File: src/rtl/mult_pkg.sv
// Shared types and arithmetic for the multiplier product path.
// Holds default widths and the saturating adder function.
package mult_pkg;

   localparam int PROD_W    = 8;
   localparam int ACC_W_DEF = 16;
   localparam int SAT_W     = 64;

   // Returns {carry, clamped_sum}; the sum is all-ones of width w on carry.
   function automatic logic [SAT_W:0] sat_add(
      input logic [SAT_W-1:0] acc,
      input logic [SAT_W-1:0] prod,
      input int               w
   );
      logic [SAT_W:0]   s;
      logic [SAT_W-1:0] mask;
      logic             c;
      mask = (w >= SAT_W) ? '1 : ((SAT_W'(1) << w) - SAT_W'(1));
      s    = {1'b0, acc} + {1'b0, prod};
      c    = (w >= SAT_W) ? s[SAT_W] : |(s[SAT_W-1:0] & ~mask);
      return {c, (c ? mask : s[SAT_W-1:0])};
   endfunction

endpackage

File: src/rtl/product_sat_add.sv
// Combinational saturating adder: accumulator plus zero-extended product.
// Clamps to all-ones and flags carry on overflow.
module product_sat_add
   import mult_pkg::*;
#(
   parameter int IN_W  = PROD_W,
   parameter int ACC_W = ACC_W_DEF
) (
   input  logic [ACC_W-1:0] acc,
   input  logic [IN_W-1:0]  product,
   output logic [ACC_W-1:0] nxt,
   output logic             carry
);

   logic [SAT_W:0] res;
   logic           unused_hi;

   assign res       = sat_add(SAT_W'(acc), SAT_W'(product), ACC_W);
   assign carry     = res[SAT_W];
   assign nxt       = res[ACC_W-1:0];
   assign unused_hi = ^res[SAT_W-1:ACC_W];

endmodule

File: src/rtl/product_accum_stage.sv
// Sums groups of COUNT products with saturation and presents each
// group sum on a registered valid/ready output.
module product_accum_stage
   import mult_pkg::*;
#(
   parameter int IN_W  = PROD_W,
   parameter int ACC_W = ACC_W_DEF,
   parameter int COUNT = 4
) (
   input  logic             clk,
   input  logic             rst,
   input  logic             ena,
   input  logic             in_valid,
   input  logic [IN_W-1:0]  product,
   output logic             in_ready,
   input  logic             clear,
   output logic [ACC_W-1:0] sum,
   output logic             sum_valid,
   input  logic             sum_ready,
   output logic             sat
);

   localparam int CNT_W = $clog2(COUNT);

   logic [ACC_W-1:0] acc;
   logic [ACC_W-1:0] nxt;
   logic [CNT_W-1:0] cnt;
   logic             sat_acc;
   logic             carry;
   logic             last;
   logic             take;
   logic             pop;

   product_sat_add #(
      .IN_W  (IN_W),
      .ACC_W (ACC_W)
   ) u_add (
      .acc     (acc),
      .product (product),
      .nxt     (nxt),
      .carry   (carry)
   );

   assign last = (cnt == CNT_W'(COUNT - 1));
   // Only the group-closing product stalls on a full output register.
   assign in_ready = ena && !clear
                     && !(last && sum_valid && !sum_ready);
   assign take = in_valid && in_ready;
   assign pop  = sum_valid && sum_ready;

   always_ff @(posedge clk or posedge rst) begin
      if (rst) begin
         acc       <= '0;
         cnt       <= '0;
         sat_acc   <= 1'b0;
         sum       <= '0;
         sum_valid <= 1'b0;
         sat       <= 1'b0;
      end else begin
         if (clear) begin
            acc     <= '0;
            cnt     <= '0;
            sat_acc <= 1'b0;
         end else if (take) begin
            if (last) begin
               acc     <= '0;
               cnt     <= '0;
               sat_acc <= 1'b0;
            end else begin
               acc     <= nxt;
               cnt     <= cnt + CNT_W'(1);
               sat_acc <= sat_acc | carry;
            end
         end

         if (take && last) begin
            sum       <= nxt;
            sat       <= sat_acc | carry;
            sum_valid <= 1'b1;
         end else if (pop) begin
            sum_valid <= 1'b0;
         end
      end
   end

endmodule
File: config.mk
export PLATFORM = sky130hd
export DESIGN_NAME = product_accum_stage
export DESIGN_NICKNAME = d
export VERILOG_FILES = /design/src/rtl/mult_pkg.sv /design/src/rtl/product_sat_add.sv /design/src/rtl/product_accum_stage.sv
export SDC_FILE = /design/constraint.sdc
export NUM_CORES = 1
export LEC_CHECK = 0
export ABC_AREA = 1
export CORE_ASPECT_RATIO = 2
export CORE_MARGIN = 2
export CORE_UTILIZATION = 54
export CTS_CLUSTER_SIZE = 25
export DETAILED_ROUTE_END_ITERATION = 7
export PLACE_DENSITY = 0.79
export SLEW_MARGIN = 10
export SYNTH_ARGS = -nofsm -noshare
export SYNTH_HDL_FRONTEND = slang
export SYNTH_SLANG_ARGS = --single-unit
File: constraint.sdc
create_clock -name clk -period 2.4 [get_ports clk]
set_clock_uncertainty 0.2 [all_clocks]
set_input_delay 0.72 -clock clk [delete_from_list [all_inputs] [get_ports clk]]
set_output_delay 0.72 -clock clk [all_outputs]
set_load 0.02 [all_outputs]
==> out/results.ini <==
[yosys]
ys_ff_latch=37
yosysUniqueCellTypes=31
synth_nets=338
ys_seq_area_share_pct=40.8
synth_warnings=0
netlist_area_sq_um=2270
avgSynthCellArea_sq_um=7.22
synthCells=314

[setup_path]
cp_cell_sequence=clkdlybuf4s50_1, ha_4, inv_1, o21bai_2, buf_4, nand4_1, nand3_1, nand3_2, nand2_1, nand2_1
crit_top_cell=nand2_1
critPathLaunchType=primary input
cp.required_ns=2.37
critical_path.max_stage_delay_ns=0.45
crit_type=in -> reg
crit_family=buffers and inverters
end_kind=flop
arrival_ns=2.30
critPathBufInv=3
slowest_stage=clkdlybuf4s50_1
cp_max_fo=3

[drt]
drt_wl_total_mm=5.65
first_pass_iters=5
ant_nets=0
drt_iter0_markers=42
vias=2176
drc=0
via_per_inst=5.11
detail_route.wl_per_cell_microns=13.3

[cts]
clock-sinks=37
cts.path.max_buffers=2
htreeDepth=2
cts_made_buffers=5
insertion_delay_ns=0.29
root_buffer=clkbuf_8
path_clk_slew_ns=0.06
cts_tree=yes

[global_routing]
grt_remaining_overflow=0
grt_usage_pct=25.9
antenna_found_initial=0
grt_first_pass_wirelength_mm=9.27
grt_pass1_vias=2180
grt_max_degree=38

[floorplanning]
ios=33
die-width_microns=49.8
die_h_microns=95.6
core_sq_um=4050
num_rows=33
start_util_pct=56.0
die_area_sq_um=4760

[outcome]
status=finished, final reports clean

[power]
switching_share_pct=27.5
irDropWorstVdd_uv=397
p_clk_share_pct=31.8
leakage_uw=0.00172
power.density_nw_per_um2=454
pwr-share-seq_pct=47.2
pwr-share-comb_pct=21.0
power.switching_uw=381
internal-power_uw=1000

[final_layout]
drive_gt1_share_pct=21.4
seq_area_sq_um=926
fin_util_pct=75.3
multi_input_area_sq_um=1300
final_cell_mix=147 x nand2_1, 37 x dfrtp_1, 30 x inv_1
insertedDiodeCount=0
fillers=319
fin_nets=398
final_common_cell=nand2_1
area_growth_pct=34.3

[timing]
setup_tns_ns=0
period_needed_ns=2.32
hold_viol_final=0
finalMaxSlewViolations=0
max_freq_ghz=0.431
slew_headroom_pct=68.3
setup_viol=0
setup_slack_ns=0.0782
finalCritPeriodShare_pct=96.7
worst_pin_slew_ns=0.476

[min_path]
min_path_type=reg -> reg

[placed_design]
dpl_worst_slack_ns=-0.562
place.gp.congestion=0.892
port_buffers=32
hpwl_mm=4.05

[run]
drv_cap=0

[path summary, 6_finish.rpt]
path,slack (ns),cells past startpoint,start,end
setup / recovery,0.08,10,product[7],sum[14]
hold / removal,0.28,2,sum[10],sum[10]
setup reg to reg,0.32,12,acc[0],sum[10]
hold reg to reg,0.28,2,sum[10],sum[10]
max in group asynchronous,1.02,3,rst,sum[10]
min in group asynchronous,0.64,3,rst,acc[1]
[final cells by class]
type | count | area share (%)
clock buffers | 7 | 2.83
flip-flops and latches | 37 | 30.4
repair buffers | 58 | 17.4
well taps | 52 | 2.14
multi-input cells | 235 | 42.6
inverters | 37 | 4.68
[Yosys cell counts (all sizes together)]
library cell	instances	area share, %
inv	36	6.1
a21boi	1	0.33
a21o	2	0.66
a22o	1	0.39
buf	5	1.6
or2	2	0.55
nand2	158	27
nand3	28	7.9
clkinv	1	0.17
a21oi	4	1.2
fa	1	0.88
ha	9	5.0
nor3	2	0.94
o21bai	1	0.50
dfrtp	37	41
nand3b	3	1.2
nand4	3	0.83
nor2	15	2.8
o21ai	5	1.1
[logic make-up after synthesis]
family	count (synthesis)	synth area share (%)
AOI/OAI and AO/OA	14	4.19
adders and majority gates	10	5.85
buffers and inverters	42	7.84
DFF	37	40.8
and+or+nand+nor	211	41.3
[registers in the layout, summed over array words and instances (netlist names)]
| signal | count |
|---|---|
| sum | 16 |
| sat_acc | 1 |
| cnt | 2 |
| sat | 1 |
| acc | 16 |
| sum_valid | 1 |
[per-layer routing]
metal / track usage (%) / wire [microns]
met1: 27.9 / 2280
met2: 47.3 / 3030
met3: 2.98 / 118
met4: 16.0 / 219
met5: 0 / 0
[power groups by stage]
stage	Combinational [uW]	Clock, uW	Sequential, uW
2_1_floorplan	143	0	662
3_3_place_gp	244	0	660
3_5_place_dp	251	0	660
4_1_cts	265	451	649
5_1_grt	321	469	653
6_report	290	440	653
[worst min-delay path, cell delays in order (launching register included)]
cell	delay, ns
dfrtp_1	0.34
nand2_1	0.05
nand2_1	0.06
[timing repair]
item | CTS | global route
resized for setup | 24 | 20
setup endpoints to repair | 35 | 28
pin swaps | 11 | 15
hold endpoints to repair | 0 | 0
buffers inserted | 8 | 1
hold buffers | 0 | 0
[per-stage QoR]
| step | power [uW] | hold slack (ns) | cell area, sq um | cells |
|---|---|---|---|---|
| finish | 1380 | 0.281 | 3050 | 426 |
| global route | 1440 | 0.298 | 3050 | 426 |
| CTS | 1370 | 0.285 | 2940 | 425 |
| detailed placement | 912 | 0.267 | 2760 | 410 |
| global placement | 904 | 0.263 | 2760 | 410 |
| floorplan | 805 | 0.253 | 2270 | 314 |
No activity file was read; power rests on OpenSTA's default activity.
